<file path="config.mk">
export PLATFORM = sky130hd
export DESIGN_NAME = serial_subtractor_flat
export DESIGN_NICKNAME = d
export VERILOG_FILES = /design/src/rtl/serial_subtractor_if.sv /design/src/rtl/serial_subtractor.sv /design/src/flat_wrapper.sv
export SDC_FILE = /design/constraint.sdc
export NUM_CORES = 1
export LEC_CHECK = 0
export CAP_MARGIN = 10
export CORE_MARGIN = 3
export CORE_UTILIZATION = 50
export CTS_CLUSTER_DIAMETER = 80
export DETAILED_ROUTE_END_ITERATION = 6
export PLACE_DENSITY = 0.81
export SETUP_SLACK_MARGIN = 0.2
export SKIP_CTS_REPAIR_TIMING = 1
export SLEW_MARGIN = 5
export SYNTH_ARGS = -nofsm -noshare
export SYNTH_HDL_FRONTEND = slang
export SYNTH_SLANG_ARGS = --single-unit
</file>
<file path="constraint.sdc">
create_clock -name clk -period 2.25 [get_ports clk]
set_clock_uncertainty 0.1 [all_clocks]
set_input_delay 0.45 -clock clk [delete_from_list [all_inputs] [get_ports clk]]
set_output_delay 0.45 -clock clk [all_outputs]
set_load 0.02 [all_outputs]
</file>
<file path="src/rtl/serial_subtractor_if.sv">
// Start/done handshake bundle for serial_subtractor.
// The master drives the request and operands; the slave returns status and result.
// The overflow signal exists only when SERIAL_SUB_OVERFLOW_EN is defined.
interface serial_subtractor_if #(
    parameter int WIDTH = 8
);
    logic             start;
    logic [WIDTH-1:0] a;
    logic [WIDTH-1:0] b;
    logic             ready;
    logic             busy;
    logic             done;
    logic [WIDTH-1:0] diff;
    logic             borrow_out;
`ifdef SERIAL_SUB_OVERFLOW_EN
    logic             overflow;
`endif

    modport master (
        output start,
        output a,
        output b,
        input  ready,
        input  busy,
        input  done,
        input  diff,
`ifdef SERIAL_SUB_OVERFLOW_EN
        input  overflow,
`endif
        input  borrow_out
    );

    modport slave (
        input  start,
        input  a,
        input  b,
        output ready,
        output busy,
        output done,
        output diff,
`ifdef SERIAL_SUB_OVERFLOW_EN
        output overflow,
`endif
        output borrow_out
    );
endinterface

</file>
<file path="src/rtl/serial_subtractor.sv">
// Bit-serial two's-complement subtractor (diff = a - b), one bit per clock, LSB first.
// A single full-subtractor cell plus a borrow flop replaces a WIDTH-wide borrow chain.
// Optional feature macro: SERIAL_SUB_OVERFLOW_EN adds a signed-overflow flag.
module serial_subtractor #(
    parameter int WIDTH = 8
) (
    input  logic              clk,
    input  logic              rst,
    serial_subtractor_if.slave bus
);
    localparam int CW = (WIDTH > 1) ? $clog2(WIDTH) : 1;
    localparam logic [CW-1:0] LAST_BIT = CW'(WIDTH - 1);

    typedef enum logic [1:0] {
        IDLE  = 2'd0,
        SHIFT = 2'd1,
        DONE  = 2'd2
    } state_t;

    state_t           state_q, state_d;
    logic [WIDTH-1:0] a_sh_q, a_sh_d;
    logic [WIDTH-1:0] b_sh_q, b_sh_d;
    logic [WIDTH-1:0] diff_q, diff_d;
    logic             borrow_q, borrow_d;
    logic             borrow_out_q, borrow_out_d;
    logic [CW-1:0]    cnt_q, cnt_d;
    logic             sub_bit;
    logic             sub_borrow;
`ifdef SERIAL_SUB_OVERFLOW_EN
    logic             a_msb_q, a_msb_d;
    logic             b_msb_q, b_msb_d;
    logic             ovf_q, ovf_d;
`endif

    // Full-subtractor cell acting on the current LSBs and the stored borrow.
    always_comb begin
        sub_bit    = a_sh_q[0] ^ b_sh_q[0] ^ borrow_q;
        sub_borrow = (~a_sh_q[0] & b_sh_q[0]) | (~(a_sh_q[0] ^ b_sh_q[0]) & borrow_q);
    end

    // Next-state and datapath update; the final borrow/overflow are latched on the last shift so they are valid while done is high.
    always_comb begin
        state_d      = state_q;
        a_sh_d       = a_sh_q;
        b_sh_d       = b_sh_q;
        diff_d       = diff_q;
        borrow_d     = borrow_q;
        borrow_out_d = borrow_out_q;
        cnt_d        = cnt_q;
`ifdef SERIAL_SUB_OVERFLOW_EN
        a_msb_d      = a_msb_q;
        b_msb_d      = b_msb_q;
        ovf_d        = ovf_q;
`endif
        case (state_q)
            IDLE: begin
                if (bus.start) begin
                    a_sh_d   = bus.a;
                    b_sh_d   = bus.b;
                    diff_d   = '0;
                    borrow_d = 1'b0;
                    cnt_d    = '0;
`ifdef SERIAL_SUB_OVERFLOW_EN
                    a_msb_d  = bus.a[WIDTH-1];
                    b_msb_d  = bus.b[WIDTH-1];
`endif
                    state_d  = SHIFT;
                end
            end
            SHIFT: begin
                diff_d   = {sub_bit, diff_q[WIDTH-1:1]};
                a_sh_d   = a_sh_q >> 1;
                b_sh_d   = b_sh_q >> 1;
                borrow_d = sub_borrow;
                if (cnt_q == LAST_BIT) begin
                    borrow_out_d = sub_borrow;
`ifdef SERIAL_SUB_OVERFLOW_EN
                    ovf_d        = (a_msb_q != b_msb_q) && (sub_bit != a_msb_q);
`endif
                    state_d      = DONE;
                end else begin
                    cnt_d = cnt_q + 1'b1;
                end
            end
            DONE: begin
                state_d = IDLE;
            end
            default: begin
                state_d = IDLE;
            end
        endcase
    end

    // State and datapath registers; reset aborts any operation in flight.
    always_ff @(posedge clk or posedge rst) begin
        if (rst) begin
            state_q      <= IDLE;
            a_sh_q       <= '0;
            b_sh_q       <= '0;
            diff_q       <= '0;
            borrow_q     <= 1'b0;
            borrow_out_q <= 1'b0;
            cnt_q        <= '0;
`ifdef SERIAL_SUB_OVERFLOW_EN
            a_msb_q      <= 1'b0;
            b_msb_q      <= 1'b0;
            ovf_q        <= 1'b0;
`endif
        end else begin
            state_q      <= state_d;
            a_sh_q       <= a_sh_d;
            b_sh_q       <= b_sh_d;
            diff_q       <= diff_d;
            borrow_q     <= borrow_d;
            borrow_out_q <= borrow_out_d;
            cnt_q        <= cnt_d;
`ifdef SERIAL_SUB_OVERFLOW_EN
            a_msb_q      <= a_msb_d;
            b_msb_q      <= b_msb_d;
            ovf_q        <= ovf_d;
`endif
        end
    end

    // Status flags decode directly from the state; results come from registers.
    always_comb begin
        bus.ready      = (state_q == IDLE);
        bus.busy       = (state_q == SHIFT);
        bus.done       = (state_q == DONE);
        bus.diff       = diff_q;
        bus.borrow_out = borrow_out_q;
`ifdef SERIAL_SUB_OVERFLOW_EN
        bus.overflow   = ovf_q;
`endif
    end
endmodule
</file>
<file path="src/flat_wrapper.sv">
// flat-port wrapper written by rule: the top's interface ports become plain ports
module serial_subtractor_flat 
#(
    parameter int WIDTH = 8
)
  (clk, rst, bus_start, bus_a, bus_b, bus_ready, bus_busy, bus_done, bus_diff, bus_borrow_out);
  serial_subtractor_if #(.WIDTH(WIDTH)) bus_i ();
  input  logic clk;
  input  logic rst;
  input wire logic [$bits(bus_i.start)-1:0] bus_start;
  input wire logic [$bits(bus_i.a)-1:0] bus_a;
  input wire logic [$bits(bus_i.b)-1:0] bus_b;
  output wire logic [$bits(bus_i.ready)-1:0] bus_ready;
  output wire logic [$bits(bus_i.busy)-1:0] bus_busy;
  output wire logic [$bits(bus_i.done)-1:0] bus_done;
  output wire logic [$bits(bus_i.diff)-1:0] bus_diff;
  output wire logic [$bits(bus_i.borrow_out)-1:0] bus_borrow_out;
  assign bus_i.start = bus_start;
  assign bus_i.a = bus_a;
  assign bus_i.b = bus_b;
  assign bus_ready = bus_i.ready;
  assign bus_busy = bus_i.busy;
  assign bus_done = bus_i.done;
  assign bus_diff = bus_i.diff;
  assign bus_borrow_out = bus_i.borrow_out;
  serial_subtractor #(.WIDTH(WIDTH)) u_core (.clk(clk), .rst(rst), .bus(bus_i));
endmodule
</file>
## After elaboration in Yosys (flattened, before gate mapping)

Index checks and enable logic that the tools add are counted.

- Add/subtract/negate cells: 1
- Equality and inequality tests: 6
- Mux-type cells: 14
- Bitwise gates (word level): 7
- Reduce and logical (&&, ||, !) cells: 6

Operators by type and width:

| kind | number |
|---|---|
| 8-bit one-hot mux with 2 select lines | 3 |
| 8-bit 2-to-1 mux | 3 |
| 3-bit 2-to-1 mux | 2 |
| 3-bit one-hot mux with 2 select lines | 1 |
| 2-bit AND reduction | 3 |
| 2-bit 2-to-1 mux | 2 |
| 2-bit inequality test (second input constant) | 2 |
| 2-bit one-hot mux with 2 select lines | 1 |
| 3-bit by 1-bit adder with 3-bit output (second input constant) | 1 |
| 3-bit == test (second input constant) | 1 |
| 3-bit AND reduction | 1 |
| 1-bit bitwise AND | 2 |
| 2-bit by 1-bit == test with 1-bit output (second input constant) | 1 |
| 2-bit == test (second input constant) | 1 |
| 2-bit logical NOT | 1 |
| 2-bit by 1-bit inequality test with 1-bit output (second input constant) | 1 |
| 1-bit NOT | 2 |
| 1-bit one-hot mux with 2 select lines | 1 |
| 2-bit nonzero test | 1 |
| 1-bit bitwise XOR | 2 |
| 1-bit 2-to-1 mux | 1 |
| 1-bit bitwise OR | 1 |

- Bits in registers: 31
- Input bits: 19
- Logic and storage cells: 41

## Logic depth before layout (Yosys ltp)

- Word-level depth: 5
- Depth in mapped cells: 6

## Worst setup path after synthesis

No wires, ideal clock.

- Path type: reg2out
- From: register u_core.state_q[0]
- To: output port bus_done
- Arrival: 1,018 ps
- Data required time: 1,700 ps
- Slack: 682 ps
- Cell stages (with the launch flop): 4
- Path buffers: 2
- Cell sequence: dfrtp_1 -> buf_4 -> buf_2 -> nor2_1

- Cells in the longest elaborated chain, start to end: 1

RTL lines:

| element | line | text |
|---|---|---|
| start, declared | serial_subtractor.sv:20 | `state_t state_q, state_d;` |
| start signal, assigned | serial_subtractor.sv:110 | `state_q <= state_d;` |
| 2-bit == test | serial_subtractor.sv:129 | `bus.done = (state_q == DONE);` |
| end, declared | flat_wrapper.sv:15 | `output wire logic [$bits(bus_i.done)-1:0] bus_done;` |

Every way passes these cells.

## Worst setup path in the final report

- From: register u_core.diff_q[5] (netlist: u_core.bus.diff[5])
- To: output port bus_diff[5]

RTL lines:

| element | line | text |
|---|---|---|
| start, declared | serial_subtractor.sv:23 | `logic [WIDTH-1:0] diff_q, diff_d;` |
| start signal, assigned | serial_subtractor.sv:113 | `diff_q <= diff_d;` |
| end, declared | flat_wrapper.sv:16 | `output wire logic [$bits(bus_i.diff)-1:0] bus_diff;` |

No word-level cell between the ends.

==> flow_summary.toml <==
[outcome]
status = "finished, final reports clean"

[die]
fp-row-count = 19
io_pins = 31
die_w_um = 60.9
coreArea_um2 = 2810
die_area_um2 = 3710
die_height_um = 60.9
initial_core_util_pct = 53.7

[global_route]
grt_max_degree = 32
gr-usage-met3_pct = 4.68
grt_overflow = 0
met1_usage_pct = 22.2
met2_usage_pct = 31.9
grt-busiest-layer = "met2"
grtUsageTotal_pct = 18.4
grt_pass1_wl_um = 5080
antenna_found_initial = 0
grt_pass1_vias = 1134

[power]
leakagePower_nw = 0.844
power.internal_mw = 1.54
power_density_nw_per_um2 = 1310
p_seq_share_pct = 40.4
combPwrFrac_pct = 44.7
clkPwrFrac_pct = 14.9
netSwitchingFraction_pct = 37.8
peakVddDrop_mv = 0.625
p_switching_uw = 934

[drt]
wl_per_cell_um = 14.8
antenna_left = 0
dr.pass1.iters = 4
wl_um = 3040
avgViaCountPerCell = 6.00
drt_iter0_markers = 42
drc = 0
dr_total_vias = 1236

[yosys]
synth.top_cells.by_area = "dfrtp_1 (51%), nor3_1 (11%), a22o_1 (7.6%)"
yosysSeqAreaShare_pct = 51.5
syn-cell-area_um2 = 1510
yosys.area.top_type_share_pct = 51.5
synth_cell_type_count = 22
dominantRegCellSynth = "dfrtp_1"
synth_edf_count = 0
synth_commonest_cells = "nor3_1 (33), dfrtp_1 (31), o22ai_1 (14)"
synthCells = 142
yosys.area.top_type = "dfrtp_1"
syn_area_per_cell_um2 = 10.6
synth_warnings = 0
syn-num-nets = 164
postSynth.asyncResetShare_pct = 100
ys_ff_latch = 31
synth.most_common_cell = "nor3_1"

[placement]
io_buffers = 30
place_ws_ns = 0.264
hpwl_um = 2160
gp_congestion = 0.837

[layout]
finish.utilization_pct = 67.4
n_antenna_cell = 0
nNetsFinal = 196
syn2layout_area_growth_pct = 25.3
layout-drive-gt1-share_pct = 15.4

[clock_tree]
cts_num_sinks = 31
clock_latency_ns = 0.32
cts_root_buf = "clkbuf_4"
numCtsBuffers = 5
htree_levels = 2
clk_pin_slew_worst_paths_ns = 0.09
cts_tree = "yes"
clockBufferDepth = 2

[worst_setup_path]
r2r-start = "u_core.cnt_q[0]"
cp_slowest_cell = "clkdlybuf4s50_1"
path_depth = 1
r2r_cells = 5
critPathLaunchType = "flip-flop"
crit_path_end_kind = "output port"
cp_num_buf_inv = 1
max_stage_delay_ns = 0.62
crit_chain = "clkdlybuf4s50_1"
arrival_ns = 1.34
critPathKind = "flip-flop to output port"
crit_family = "buffers and inverters"
rrSetupSlack_ns = 0.70
crit_required_ns = 1.70
reg2reg_to = "u_core.cnt_q[0]"
cp_max_fo = 3

[worst_hold_path]
hold_class = "primary input to async pin"

[sta]
setup_viol = 0
tns_ns = 0
rsz0062_at_grt = "no"
period_needed_ns = 1.89
worst_slack_ns = 0.363
finalHoldViolations = 0
worst_pin_slew_ns = 0.521
finalMaxSlewViolations = 0
fmax_ghz = 0.530
slew_headroom_pct = 65.2
min_period_over_period_pct = 83.9

[job]
maxCapViolations = 0
layout by cell type (no fill, tap or decap), types with 2 or more instances in the layout:
cell              n
ha_1              2
o21ai_0           6
nor2_1            4
o22ai_1          14
a22o_1           13
nand2_1           4
clkdlybuf4s50_1  27
nor3_2            9
inv_1             5
clkbuf_8          2
nor3_1           33
dlymetal6s2s_1    3
dfrtp_1          31
clkbuf_4          5
buf_4             7
through the flow:
stage | hold slack (ns) | cell area (µm²) | std cells | power (mW)
2_1_floorplan | 0.350 | 1510 | 142 | 1.80
3_3_place_gp | 0.364 | 1810 | 198 | 2.06
3_5_place_dp | 0.389 | 1810 | 198 | 2.13
4_1_cts | 0.406 | 1880 | 206 | 2.49
5_1_grt | 0.407 | 1890 | 206 | 2.66
6_report | 0.403 | 1890 | 206 | 2.47
registers in the layout, indices dropped and copies added, names as in the netlist:
signal,cells
u_core.a_sh_q,8
u_core.bus.borrow_out,1
u_core.state_q,2
u_core.cnt_q,3
u_core.bus.diff,8
u_core.borrow_q,1
u_core.b_sh_q,8
final cells by class:
type | instances | area, µm²
tap | 31 | 38.8
clock buffer | 8 | 68.8
timing repair buffer | 37 | 360
fill | 236 | 916
sequential | 31 | 776
multi-input combinational | 93 | 623
inverter | 6 | 22.5
power groups by stage:
| stage | combinational [mW] | sequential [mW] | clock, mW |
|---|---|---|---|
| final | 1.11 | 0.998 | 0.367 |
| after global routing | 1.23 | 1.03 | 0.402 |
| after CTS | 1.12 | 0.994 | 0.373 |
| after detailed placement | 1.12 | 1.00 | 0 |
| after global placement | 1.07 | 0.992 | 0 |
| after floorplan | 0.763 | 1.04 | 0 |
routing by layer:
layer | part of all wire (%) | vias up | routed length [µm]
met4 | 1.1 | 0 | 34
met5 | 0 | - | 0
met3 | 4.9 | 5 | 148
met1 | 44 | 610 | 1340
li1 | - | 590 | -
met2 | 50 | 31 | 1520
worst max-delay path by stage:
stage                  startpoint               end
6_report       u_core.bus.diff[5]       bus_diff[5]
5_1_grt        u_core.bus.diff[6]       bus_diff[6]
4_1_cts         u_core.state_q[1]          bus_busy
3_5_place_dp            bus_start  u_core.b_sh_q[7]
3_3_place_gp            bus_start  u_core.a_sh_q[7]
2_1_floorplan   u_core.state_q[0]          bus_done
logic make-up (layout without fill, tap and decap cells):
family	Yosys count	after routing	share of synthesized area (%)
and+or+nand+nor	54	54	21.2
adders and majority gates	3	3	2.99
DFF	31	31	51.5
AOI/OAI and AO/OA	35	35	16.4
muxes	1	1	0.747
buffers and inverters	18	51	7.22
No activity file was read; power rests on OpenSTA's default activity.
